**config.mk**
```make
export PLATFORM = sky130hd
export DESIGN_NAME = multi_alarm_clock
export DESIGN_NICKNAME = d
export VERILOG_FILES = /design/src/rtl/multi_alarm_clock.sv
export SDC_FILE = /design/constraint.sdc
export NUM_CORES = 1
export LEC_CHECK = 0
export CORE_AREA = 2 2 163 85
export CTS_BUF_LIST = sky130_fd_sc_hd__clkbuf_8
export CTS_CLUSTER_SIZE = 10
export DETAILED_ROUTE_END_ITERATION = 10
export DIE_AREA = 0 0 165 87
export GPL_ROUTABILITY_DRIVEN = 0
export PLACE_DENSITY_LB_ADDON = 0.15
export SLEW_MARGIN = 20
export SYNTH_ARGS = -nofsm -noshare
export SYNTH_HDL_FRONTEND = slang
export SYNTH_SLANG_ARGS = --single-unit
export TNS_END_PERCENT = 30
```
**constraint.sdc**
```tcl
create_clock -name clk -period 3.3 [get_ports clk]
set_clock_uncertainty 0.1 [all_clocks]
set_input_delay 0.66 -clock clk [delete_from_list [all_inputs] [get_ports clk]]
set_output_delay 0.66 -clock clk [all_outputs]
set_load 0.01 [all_outputs]
```
**src/rtl/multi_alarm_clock.sv**
```systemverilog
`default_nettype none
// multi_alarm_clock -- 24h BCD clock with NUM_ALARMS alarm slots, snooze and timed ring.
// Revision 1.0
module multi_alarm_clock #(
  parameter int CLK_DIV    = 10,
  parameter int NUM_ALARMS = 4,
  parameter int SNOOZE_MIN = 5,
  parameter int RING_SEC   = 60,
  localparam int AW        = (NUM_ALARMS > 1) ? $clog2(NUM_ALARMS) : 1
) (
  input  logic                  clk,
  input  logic                  reset,
  input  logic [1:0]            H_in1,
  input  logic [3:0]            H_in0,
  input  logic [3:0]            M_in1,
  input  logic [3:0]            M_in0,
  input  logic                  LD_time,
  input  logic                  LD_alarm,
  input  logic [AW-1:0]         al_sel,
  input  logic [NUM_ALARMS-1:0] AL_ON,
  input  logic                  STOP_al,
  input  logic                  SNOOZE,
  output logic                  Alarm,
  output logic [AW-1:0]         alarm_src,
  output logic [1:0]            H_out1,
  output logic [3:0]            H_out0,
  output logic [3:0]            M_out1,
  output logic [3:0]            M_out0,
  output logic [3:0]            S_out1,
  output logic [3:0]            S_out0,
  output logic                  sec_pulse
);

  localparam int PW        = $clog2(CLK_DIV);
  localparam int RW        = $clog2(RING_SEC + 1);
  localparam int SNZ_TICKS = SNOOZE_MIN * 60;
  localparam int SW        = $clog2(SNZ_TICKS + 1);

  localparam logic [PW-1:0] PRESC_MAX = PW'(CLK_DIV - 1);
  localparam logic [RW-1:0] RING_LAST = RW'(RING_SEC - 1);
  localparam logic [SW-1:0] SNZ_LOAD  = SW'(SNZ_TICKS);

  typedef enum logic [1:0] {
    IDLE    = 2'd0,
    RINGING = 2'd1,
    SNOOZED = 2'd2
  } state_t;

  logic [PW-1:0]         presc;
  logic                  tick;
  logic                  ld_valid;
  logic                  ld_time_ok;
  logic                  ld_alarm_ok;
  logic [1:0]            h1_nx;
  logic [3:0]            h0_nx, m1_nx, m0_nx, s1_nx, s0_nx;
  logic [13:0]           slot [NUM_ALARMS];
  logic [NUM_ALARMS-1:0] match;
  logic                  match_any;
  logic [AW-1:0]         match_idx;
  logic                  src_on;

  state_t                state, state_nx;
  logic [RW-1:0]         ring_cnt, ring_cnt_nx;
  logic [SW-1:0]         snz_cnt, snz_cnt_nx;
  logic [AW-1:0]         src_nx;

  assign tick      = (presc == PRESC_MAX);
  assign sec_pulse = tick;

  always_comb begin
    ld_valid = (H_in0 <= 4'd9) && (M_in1 <= 4'd5) && (M_in0 <= 4'd9) &&
               ((H_in1 < 2'd2) || ((H_in1 == 2'd2) && (H_in0 <= 4'd3)));
  end

  assign ld_time_ok  = LD_time  && ld_valid;
  assign ld_alarm_ok = LD_alarm && ld_valid;

  // BCD successor of the current time, rippling the carry digit by digit
  always_comb begin
    h1_nx = H_out1;
    h0_nx = H_out0;
    m1_nx = M_out1;
    m0_nx = M_out0;
    s1_nx = S_out1;
    s0_nx = S_out0;
    if (S_out0 != 4'd9) begin
      s0_nx = S_out0 + 4'd1;
    end else begin
      s0_nx = 4'd0;
      if (S_out1 != 4'd5) begin
        s1_nx = S_out1 + 4'd1;
      end else begin
        s1_nx = 4'd0;
        if (M_out0 != 4'd9) begin
          m0_nx = M_out0 + 4'd1;
        end else begin
          m0_nx = 4'd0;
          if (M_out1 != 4'd5) begin
            m1_nx = M_out1 + 4'd1;
          end else begin
            m1_nx = 4'd0;
            if ((H_out1 == 2'd2) && (H_out0 == 4'd3)) begin
              h1_nx = 2'd0;
              h0_nx = 4'd0;
            end else if (H_out0 == 4'd9) begin
              h0_nx = 4'd0;
              h1_nx = H_out1 + 2'd1;
            end else begin
              h0_nx = H_out0 + 4'd1;
            end
          end
        end
      end
    end
  end

  // A time load overrides the tick, so it can never produce a match
  always_comb begin
    match     = '0;
    match_any = 1'b0;
    match_idx = '0;
    for (int i = 0; i < NUM_ALARMS; i++) begin
      match[i] = tick && !ld_time_ok && AL_ON[i] &&
                 (s1_nx == 4'd0) && (s0_nx == 4'd0) &&
                 (slot[i] == {h1_nx, h0_nx, m1_nx, m0_nx});
    end
    match_any = |match;
    for (int i = NUM_ALARMS - 1; i >= 0; i--) begin
      if (match[i]) match_idx = AW'(i);
    end
  end

  always_comb begin
    src_on = 1'b0;
    for (int i = 0; i < NUM_ALARMS; i++) begin
      if (alarm_src == AW'(i)) src_on = AL_ON[i];
    end
  end

  always_ff @(posedge clk or negedge reset) begin
    if (!reset) begin
      presc  <= '0;
      H_out1 <= 2'd0;
      H_out0 <= 4'd0;
      M_out1 <= 4'd0;
      M_out0 <= 4'd0;
      S_out1 <= 4'd0;
      S_out0 <= 4'd0;
    end else if (ld_time_ok) begin
      presc  <= '0;
      H_out1 <= H_in1;
      H_out0 <= H_in0;
      M_out1 <= M_in1;
      M_out0 <= M_in0;
      S_out1 <= 4'd0;
      S_out0 <= 4'd0;
    end else begin
      presc <= tick ? '0 : presc + 1'b1;
      if (tick) begin
        H_out1 <= h1_nx;
        H_out0 <= h0_nx;
        M_out1 <= m1_nx;
        M_out0 <= m0_nx;
        S_out1 <= s1_nx;
        S_out0 <= s0_nx;
      end
    end
  end

  // Out-of-range al_sel matches no slot and is therefore ignored
  always_ff @(posedge clk or negedge reset) begin
    if (!reset) begin
      for (int i = 0; i < NUM_ALARMS; i++) slot[i] <= '0;
    end else begin
      for (int i = 0; i < NUM_ALARMS; i++) begin
        if (ld_alarm_ok && (al_sel == AW'(i))) begin
          slot[i] <= {H_in1, H_in0, M_in1, M_in0};
        end
      end
    end
  end

  always_comb begin
    state_nx    = state;
    ring_cnt_nx = ring_cnt;
    snz_cnt_nx  = snz_cnt;
    src_nx      = alarm_src;
    unique case (state)
      IDLE: begin
        if (match_any) begin
          state_nx    = RINGING;
          src_nx      = match_idx;
          ring_cnt_nx = '0;
        end
      end
      RINGING: begin
        if (STOP_al || !src_on) begin
          state_nx = IDLE;
        end else if (SNOOZE) begin
          state_nx   = SNOOZED;
          snz_cnt_nx = SNZ_LOAD;
        end else if (tick) begin
          if (ring_cnt == RING_LAST) state_nx = IDLE;
          else ring_cnt_nx = ring_cnt + 1'b1;
        end
      end
      SNOOZED: begin
        if (STOP_al || !src_on) begin
          state_nx = IDLE;
        end else if (tick) begin
          if (snz_cnt == SW'(1)) begin
            state_nx    = RINGING;
            ring_cnt_nx = '0;
            snz_cnt_nx  = '0;
          end else begin
            snz_cnt_nx = snz_cnt - 1'b1;
          end
        end
      end
      default: state_nx = IDLE;
    endcase
  end

  always_ff @(posedge clk or negedge reset) begin
    if (!reset) begin
      state     <= IDLE;
      ring_cnt  <= '0;
      snz_cnt   <= '0;
      alarm_src <= '0;
      Alarm     <= 1'b0;
    end else begin
      state     <= state_nx;
      ring_cnt  <= ring_cnt_nx;
      snz_cnt   <= snz_cnt_nx;
      alarm_src <= src_nx;
      Alarm     <= (state_nx == RINGING);
    end
  end

endmodule
`default_nettype wire

```
==> results summary, run 1 <==
In this run, the combinational gates consume 51.9% of the power. In this design, the largest share of critical-path delay is due to simple AND/OR/NAND/NOR gates. TritonCTS built the clock tree. For this configuration, the core starts out at a cell density of 53.51%. Dividing total power by cell area gives a power density of 630.1 mW/mm². The floorplan step defined a core boundary enclosing 0.01310 mm².

The share of the clock period used by the worst path after layout is 98.87%. The register bit count reported by yosys is 102. The sum of buffers and inverters on the critical path came out at 1. The hold buffer count at CTS is 0.

The half-perimeter wire length of the detailed placement result is 17.71 mm. The transition time at the pin with the least slew margin is 0.7583 ns. At the worst endpoint, the arrival time is 3.45 ns. The number of synthesized flops with an enable pin came out at 0. By count the netlist is led by sky130_fd_sc_hd__dfrtp_1 (102), sky130_fd_sc_hd__mux2_2 (59), sky130_fd_sc_hd__nand2_1 (59). Clock tree synthesis selected as its root buffer the cell sky130_fd_sc_hd__clkbuf_8. The max-cap violation count came out at 0. The number of nets in the synthesized netlist is 774. The detailed router placed 6686 vias in this run. The post-synthesis instance total is 736. After filler insertion, the fill cell instance count of the layout stands at 1050. By area the synthesized netlist is led by sky130_fd_sc_hd__dfrtp_1 (36%), sky130_fd_sc_hd__mux2_2 (9.5%), sky130_fd_sc_hd__xnor2_1 (4.6%), sky130_fd_sc_hd__nand2_1 (3.2%), sky130_fd_sc_hd__o21ai_0 (3.1%). The initial antenna violation count was 1. The sequential share of the synthesized area came out at 36.41%. The clock-pin transition on the worst setup and hold timing paths is 0.11 ns. The initialized floorplan defines 30 standard-cell rows. The final count of pins violating max slew was 0. The area of the multi-input gates is 0.004375 mm².

The number of antenna diodes in the final layout is 0. The number of buffers inserted during clock tree synthesis came out at 9. The die extent in y came out at 87 µm. The most common cell in the synthesized netlist is sky130_fd_sc_hd__dfrtp_1. Setup violations remaining at the end of the flow were counted as 0. The number of global-route vias before repair was 6096. The design draws 5.455 mW.

The largest individual stage delay along the critical path comes from the cell sky130_fd_sc_hd__or4b_4. After global routing the overflow that remains totals 0. The routed wirelength normalized by instance count is 22.28 µm. The clock reaches the later pin of the worst-skew pair after 0.39 ns.

The worst hold slack after final layout is 0.1546 ns. The static leakage is 3.593 nW. In this run the worst path has a maximum fanout of 7. The net count of the finished layout came out at 894. The flow ran to the end, and the final reports show no timing, DRC or antenna violations. The area share of the largest cell type after synthesis came out at 36.41%.

Measured against its own limit, the worst slew margin works out to 49.44%. The number of nets with antenna violations after routing came out at 0. In the final layout, the share of cells above drive strength 1 is 25.20%. The DRC violations left came out at 0. In the synthesized netlist the dominant register cell turns out to be sky130_fd_sc_hd__dfrtp_1.

The critical path goes through inv_1 > ha_1 > nor4bb_1 > or2_2 > a21oi_2 > or2_1 > xnor2_2 > or4b_4 > o2111ai_4 > and3_4 > nor2_1. The global-route wire length before repair came out at 34.85 mm. After synthesis, the netlist uses 89 different library cells. The die is 165 µm wide. The worst path in the final design needs a cycle of 3.263 ns, including I/O delays and setup. The power share of the sequential group is 33.2%. The count of clock tree sinks is 102. The maximum number of pins on one net before global-route repair is 58. The routed wire length is 23.11 mm. Static timing analysis puts the maximum clock frequency at 306.5 MHz. The worst hold path belongs to the class in2async. By startpoint and endpoint, the worst setup path is classified as reg2reg. The internal power of the cells totals 3.118 mW. The floorplan step defined a die boundary enclosing 0.01436 mm².

The final-report hold violation count is 0. On the worst path, the slowest cell contributes a delay of 0.52 ns. The clock network is responsible for 14.9% of the overall power. The first detailed-routing pass took 6 iterations.

The count of yosys warnings during synthesis is 0. Setup repair after global routing could not meet its margin everywhere. The fraction of power spent switching nets came out at 42.84%. The switching component of the power came out at 2.337 mW. The number of DRC violations after detailed-routing iteration 0 is 898.

In this run the number of H-tree levels came out at 3. The number of top-level design ports came out at 52. Input and output buffers added on the ports amount to 51.

The critical path data required time came out at 3.48 ns. STA classifies the critical path startpoint as a register. The number of vias per cell came out at 6.447. The worst setup path is captured at a register. The share of async-settable or async-resettable flops after synthesis came out at 100.0%. The top cell type by total area after synthesis is sky130_fd_sc_hd__dfrtp_1.

The mean area per synthesized cell is 9.525 µm². The post-synthesis instance area came out at 0.007010 mm². The buffer levels on the longest clock path came out at 2.

The global router's overall resource usage is 32.70%. The synthesis-to-finish area growth is 23.49%. The maximum VDD drop is 0.2795 mV. The sequential standard cell area came out at 0.002556 mm².
-- state kept, by name, summed over array words and instances (netlist names) --
| register | cells |
|---|---|
| H_out1 | 2 |
| state | 2 |
| alarm_src | 2 |
| S_out1 | 4 |
| Alarm | 1 |
| M_out1 | 4 |
| presc | 4 |
| H_out0 | 4 |
| ring_cnt | 6 |
| snz_cnt | 9 |
| M_out0 | 4 |
| slot | 56 |
| S_out0 | 4 |
-- path summary, 6_finish.rpt --
check	to	from	cells after the start	slack, ns
worst max-delay path	ring_cnt[2]	H_out1[0]	11	0.04
worst min-delay path	slot[17]	reset	1	0.15
worst max register to register	ring_cnt[2]	H_out1[0]	11	0.04
worst min register to register	presc[0]	presc[0]	1	0.40
max in group asynchronous	H_out0[2]	reset	2	2.21
min in group clk	presc[0]	presc[0]	1	0.40
-- stage by stage --
| step | instances | setup TNS, ns | util [%] | instance area, µm² | worst slack, ns |
|---|---|---|---|---|---|
| 5_1_grt | 1037 | -0.3337 | 66.08 | 8657 | -0.1135 |
| 2_1_floorplan | 736 | 0 | - | 7036 | 0.001557 |
| 3_5_place_dp | 1010 | -0.4292 | 62.79 | 8225 | -0.1018 |
| 3_3_place_gp | 1010 | -0.1745 | 62.79 | 8225 | -0.06815 |
| 4_1_cts | 1027 | 0 | 64.58 | 8461 | 0.01471 |
| 6_report | 1037 | 0 | 66.08 | 8657 | 0.03730 |
-- power by group through the flow --
stage	Sequential [mW]	Combinational, mW	Clock, mW
after floorplan	1.78	1.55	0
after global placement	1.78	2.54	0
after detailed placement	1.80	2.58	0
after CTS	1.78	2.61	0.827
after global routing	1.84	3.00	0.879
final	1.81	2.83	0.814
-- metal layers --
layer,up-vias,share of wire (%),routed length [µm],global-route usage (%)
met1,3235,46,10530,50.62
met2,428,39,8983,43.71
met4,2,1.7,386,6.008
li1,2960,-,-,-
met5,-,0.065,15,0
met3,61,14,3186,11.28
-- area by class of cell --
type | count | share of cell area [%]
clock buffers | 10 | 1.590
clock inverters | 6 | 0.7371
inverters | 13 | 0.5926
multi-input cells | 589 | 50.54
flip-flops and latches | 102 | 29.53
well taps | 176 | 2.544
repair buffers | 141 | 14.47
-- kinds of logic (layout without fill, tap and decap cells) --
family | after synthesis | in the layout | share of synthesized area (%)
simple gates | 286 | 286 | 23.67
compound gates | 158 | 158 | 15.37
flops | 102 | 102 | 36.41
mux | 75 | 75 | 12.14
xor+xnor | 58 | 58 | 7.246
buf+inv | 45 | 170 | 3.034
fa+ha+maj | 12 | 12 | 2.142
-- repair_timing --
item / CTS / global route
endpoints found under the hold margin: 0 / 0
setup endpoints to repair: 5 / 10
gates resized for setup: 4 / 25
pin swaps: 2 / 12
setup buffers: 1 / 10
-- cell usage in the layout (no fill, tap or decap), types with 5 or more instances in the layout --
cell                              instances
sky130_fd_sc_hd__a31oi_1                  9
sky130_fd_sc_hd__clkdlybuf4s50_1         50
sky130_fd_sc_hd__clkbuf_8                10
sky130_fd_sc_hd__buf_4                   82
sky130_fd_sc_hd__xor2_1                  21
sky130_fd_sc_hd__mux2_2                  59
sky130_fd_sc_hd__dfrtp_1                 99
sky130_fd_sc_hd__nand4b_1                 6
sky130_fd_sc_hd__inv_1                   12
sky130_fd_sc_hd__o211ai_1                 6
sky130_fd_sc_hd__and3_1                   6
sky130_fd_sc_hd__a21oi_1                 34
sky130_fd_sc_hd__nor2_1                  55
sky130_fd_sc_hd__and2_1                   7
sky130_fd_sc_hd__or4_1                    5
sky130_fd_sc_hd__nand2b_1                13
sky130_fd_sc_hd__xnor2_1                 35
sky130_fd_sc_hd__nand2_1                 59
sky130_fd_sc_hd__nor2b_1                 16
sky130_fd_sc_hd__a21o_1                   6
sky130_fd_sc_hd__buf_6                    5
sky130_fd_sc_hd__nor4_1                  12
sky130_fd_sc_hd__nor3_1                  19
sky130_fd_sc_hd__nand4_1                 14
sky130_fd_sc_hd__o21ai_0                 43
sky130_fd_sc_hd__or3_1                    7
sky130_fd_sc_hd__nand3_1                 19
sky130_fd_sc_hd__ha_1                     9
sky130_fd_sc_hd__mux2i_1                 12
(Power assumes the default switching activity.)
==> inputs of run 2 (changes only) <==
--- a/config.mk
+++ b/config.mk
@@ -5,6 +5,7 @@
 export SDC_FILE = /design/constraint.sdc
 export NUM_CORES = 1
 export LEC_CHECK = 0
+export CAP_MARGIN = 10
 export CORE_AREA = 2 2 163 85
 export CTS_BUF_LIST = sky130_fd_sc_hd__clkbuf_8
 export CTS_CLUSTER_SIZE = 10
==> results of run 2 <==
Same layout as run 1: the final DEF is identical, and so are final timing and power.
==> inputs of run 3 (changes only) <==
--- a/config.mk
+++ b/config.mk
@@ -5,14 +5,17 @@
 export SDC_FILE = /design/constraint.sdc
 export NUM_CORES = 1
 export LEC_CHECK = 0
+export ABC_CLOCK_PERIOD_IN_PS = 3300
 export CAP_MARGIN = 10
 export CORE_AREA = 2 2 163 85
 export CTS_BUF_LIST = sky130_fd_sc_hd__clkbuf_8
 export CTS_CLUSTER_SIZE = 10
 export DETAILED_ROUTE_END_ITERATION = 10
 export DIE_AREA = 0 0 165 87
+export DONT_BUFFER_PORTS = 1
 export GPL_ROUTABILITY_DRIVEN = 0
 export PLACE_DENSITY_LB_ADDON = 0.15
+export RECOVER_POWER = 50
 export SLEW_MARGIN = 20
 export SYNTH_ARGS = -nofsm -noshare
 export SYNTH_HDL_FRONTEND = slang
==> results summary, run 3 (same netlist as run 1, synthesis figures left out) <==
Fill cells in the final layout number 1086. After detailed routing, the average wire length per cell comes to 22.87 µm. The flow ran to the end, but the final reports show violations. The detail route stage leaves a number of antenna-violating nets equal to 0. The power density of the placed cells is 648.2 mW/mm². Combinational cells account for 48.8% of the total power. The site row count is 30. The global-route wire length before repair is 33.40 mm.

The critical path is of the reg2reg type. In the layout the commonest cells are sky130_fd_sc_hd__dfrtp_1 (99), sky130_fd_sc_hd__buf_4 (71), sky130_fd_sc_hd__nand2_1 (59), sky130_fd_sc_hd__mux2_2 (59), sky130_fd_sc_hd__nor2_1 (54). The final-report hold violation count came out at 0.

The arrival time at the worst endpoint is 3.43 ns. Global routing used 31.21% of the available tracks across all layers. TritonCTS built the clock tree. The achievable frequency came out at 306.7 MHz. The core utilization of the finished layout came out at 61.47%.

The largest fanout on the critical path came out at 7. Counting I/O delays and the setup requirement, the final critical path takes 3.261 ns. The critical path data required time is 3.47 ns. Entering global routing, the biggest net connects 103 pins. The sort of element at the end of the critical path is a register. The relative slew slack is -51.33%. In this run the worst setup path begins at M_out0[3].

The floorplan step defined a core boundary enclosing 0.01310 mm². The endpoint identified for the worst register-to-register timing path is ring_cnt[2]. The DRC violations left is 0. The final count of pins violating max slew is 103. TritonCTS created 9 clock buffers. The root buffer cell chosen for the clock tree is sky130_fd_sc_hd__clkbuf_8. The switching component of the power came out at 2.236 mW. The fraction of power spent switching nets is 42.84%. The transition time at the pin with the least slew margin is 2.270 ns. Across the run, the number of max-cap violations was 1. The tree built by TritonCTS fans out to 102 sinks. The total power consumption of the routed design came out at 5.220 mW. The synthesis-to-finish area growth came out at 14.87%. Leaving out fill and tap cells, the most frequent cell in the layout is sky130_fd_sc_hd__dfrtp_1. The flip-flop count of the largest register, all copies and words added came out at 56. Setup repair after global routing could not meet its margin everywhere. The number of DRC violations after detailed-routing iteration 0 is 711. The routed wire length is 22.34 mm. The port buffer count is 0.

The via count of the routed design came out at 6438. The internal portion of the total power is 2.984 mW. The worst hold path begins at M_in1[1].

The share of the clock period used by the worst path after layout came out at 98.81%. The classification of the worst-slack hold path is in2reg. The number of H-tree levels came out at 3.

The die is 87 µm tall. The worst register-to-register path has a depth of 10. The half-perimeter wire length of the detailed placement result came out at 16.76 mm. In the final design database the tool counted 833 nets.

The clock share of power came out at 16.6%. The number of top-level design ports came out at 52. The kind of start point of the critical path is a register. The initial cell density of the core is 53.51%.

The total congestion overflow after global routing is 0. The number of instances on the worst hold path is 2. The clock-pin transition on the worst setup and hold timing paths came out at 0.11 ns. The power share of the sequential group came out at 34.6%. Before antenna repair, the detailed router went through 7 iterations. The longest clock path from root to sink contains 2 buffers.

From left edge to right edge, the die measures 165 µm. The clock latency reported for the late side of the worst-skew pair is 0.38 ns. The share of cells above drive strength 1 is 26.13%.

The static leakage came out at 3.338 nW. Once routing completed, OpenROAD measured the worst setup slack at 0.03928 ns. For flop-to-flop paths, the worst setup slack is 0.04 ns. The worst register-to-register path begins at M_out0[3]. Setup violations remaining at the end of the flow were counted as 0. The register name with the most flops is slot. Across the VDD grid, the largest voltage drop is 0.2982 mV. The number of vias per cell is 6.590. The floorplan die area is 0.01436 mm².

The largest registers in the layout are slot: 56 flops, snz_cnt: 9 flops, ring_cnt: 6 flops. The pre-CTS setup slack is 0.06631 ns. The path with the worst hold slack has its endpoint at M_out1[1]. The initial antenna violation count came out at 0. The final reports fail on capacitance limit, slew limit.

The number of global-route vias before repair is 5645.
==> run 3: repair_timing <==
action	4_1_cts	5_1_grt
resized for setup	0	34
hold endpoints to repair	102	0
buffers inserted	0	13
setup endpoints to repair	0	10
hold buffers	1	0
==> run 3: per-layer routing <==
layer	track usage (%)	vias up	wire, µm
met1	48.51	3162	10450
met4	6.008	0	214
met5	0	-	0
met2	38.52	406	8367
li1	-	2844	-
met3	14.04	26	3312
==> run 3: layout make-up <==
| class | count | area, µm² | share of cell area, % |
|---|---|---|---|
| Multi-Input combinational cell | 589 | 4390 | 54.52 |
| Sequential cell | 102 | 2556 | 31.74 |
| Timing Repair Buffer | 80 | 618.1 | 7.676 |
| Tap cell | 176 | 220.2 | 2.735 |
| Clock buffer | 10 | 137.6 | 1.709 |
| Clock inverter | 6 | 76.32 | 0.9478 |
| Inverter | 13 | 51.30 | 0.6370 |
| Antenna cell | 1 | 2.502 | 0.03108 |
==> run 3: stage by stage <==
| stage | std cells | hold WS [ns] | TNS [ns] | cell area [µm²] |
|---|---|---|---|---|
| floorplan | 736 | 0.2644 | 0 | 7036 |
| global placement | 946 | 0.2682 | 0 | 7595 |
| detailed placement | 946 | 0.2680 | 0 | 7595 |
| CTS | 963 | 0.1124 | 0 | 7836 |
| global route | 976 | 0.2875 | -0.1852 | 8050 |
| finish | 977 | 0.2946 | 0 | 8053 |
==> run 3: worst max-delay path by stage <==
stage,endpoint,slack [ns],depth (start not counted)
final,ring_cnt[2],0.04,10
after floorplan,alarm_src[0],0.002,13
after CTS,alarm_src[0],0.04,11
after global routing,ring_cnt[2],-0.07,12
after global placement,ring_cnt[2],0.11,12
after detailed placement,ring_cnt[2],0.07,10
==> run 3: power by group through the flow <==
| stage | Combinational, mW | Sequential, mW | Clock (mW) |
|---|---|---|---|
| 6_report | 2.55 | 1.81 | 0.864 |
| 5_1_grt | 2.71 | 1.83 | 0.934 |
| 4_1_cts | 2.35 | 1.78 | 0.881 |
| 3_5_place_dp | 2.31 | 1.80 | 0 |
| 3_3_place_gp | 2.29 | 1.78 | 0 |
| 2_1_floorplan | 1.55 | 1.78 | 0 |
==> run 3: worst max-delay path, cell delays in order (launching register included) <==
cell and delay [ns]:
sky130_fd_sc_hd__dfrtp_1 0.59, sky130_fd_sc_hd__and3b_2 0.30, sky130_fd_sc_hd__buf_4 0.12, sky130_fd_sc_hd__nand3_2 0.13, sky130_fd_sc_hd__nor4_4 0.39, sky130_fd_sc_hd__or2_1 0.23
sky130_fd_sc_hd__xnor2_2 0.14, sky130_fd_sc_hd__or4b_4 0.51, sky130_fd_sc_hd__o2111ai_4 0.35, sky130_fd_sc_hd__and3_4 0.25, sky130_fd_sc_hd__nor2_2 0.03
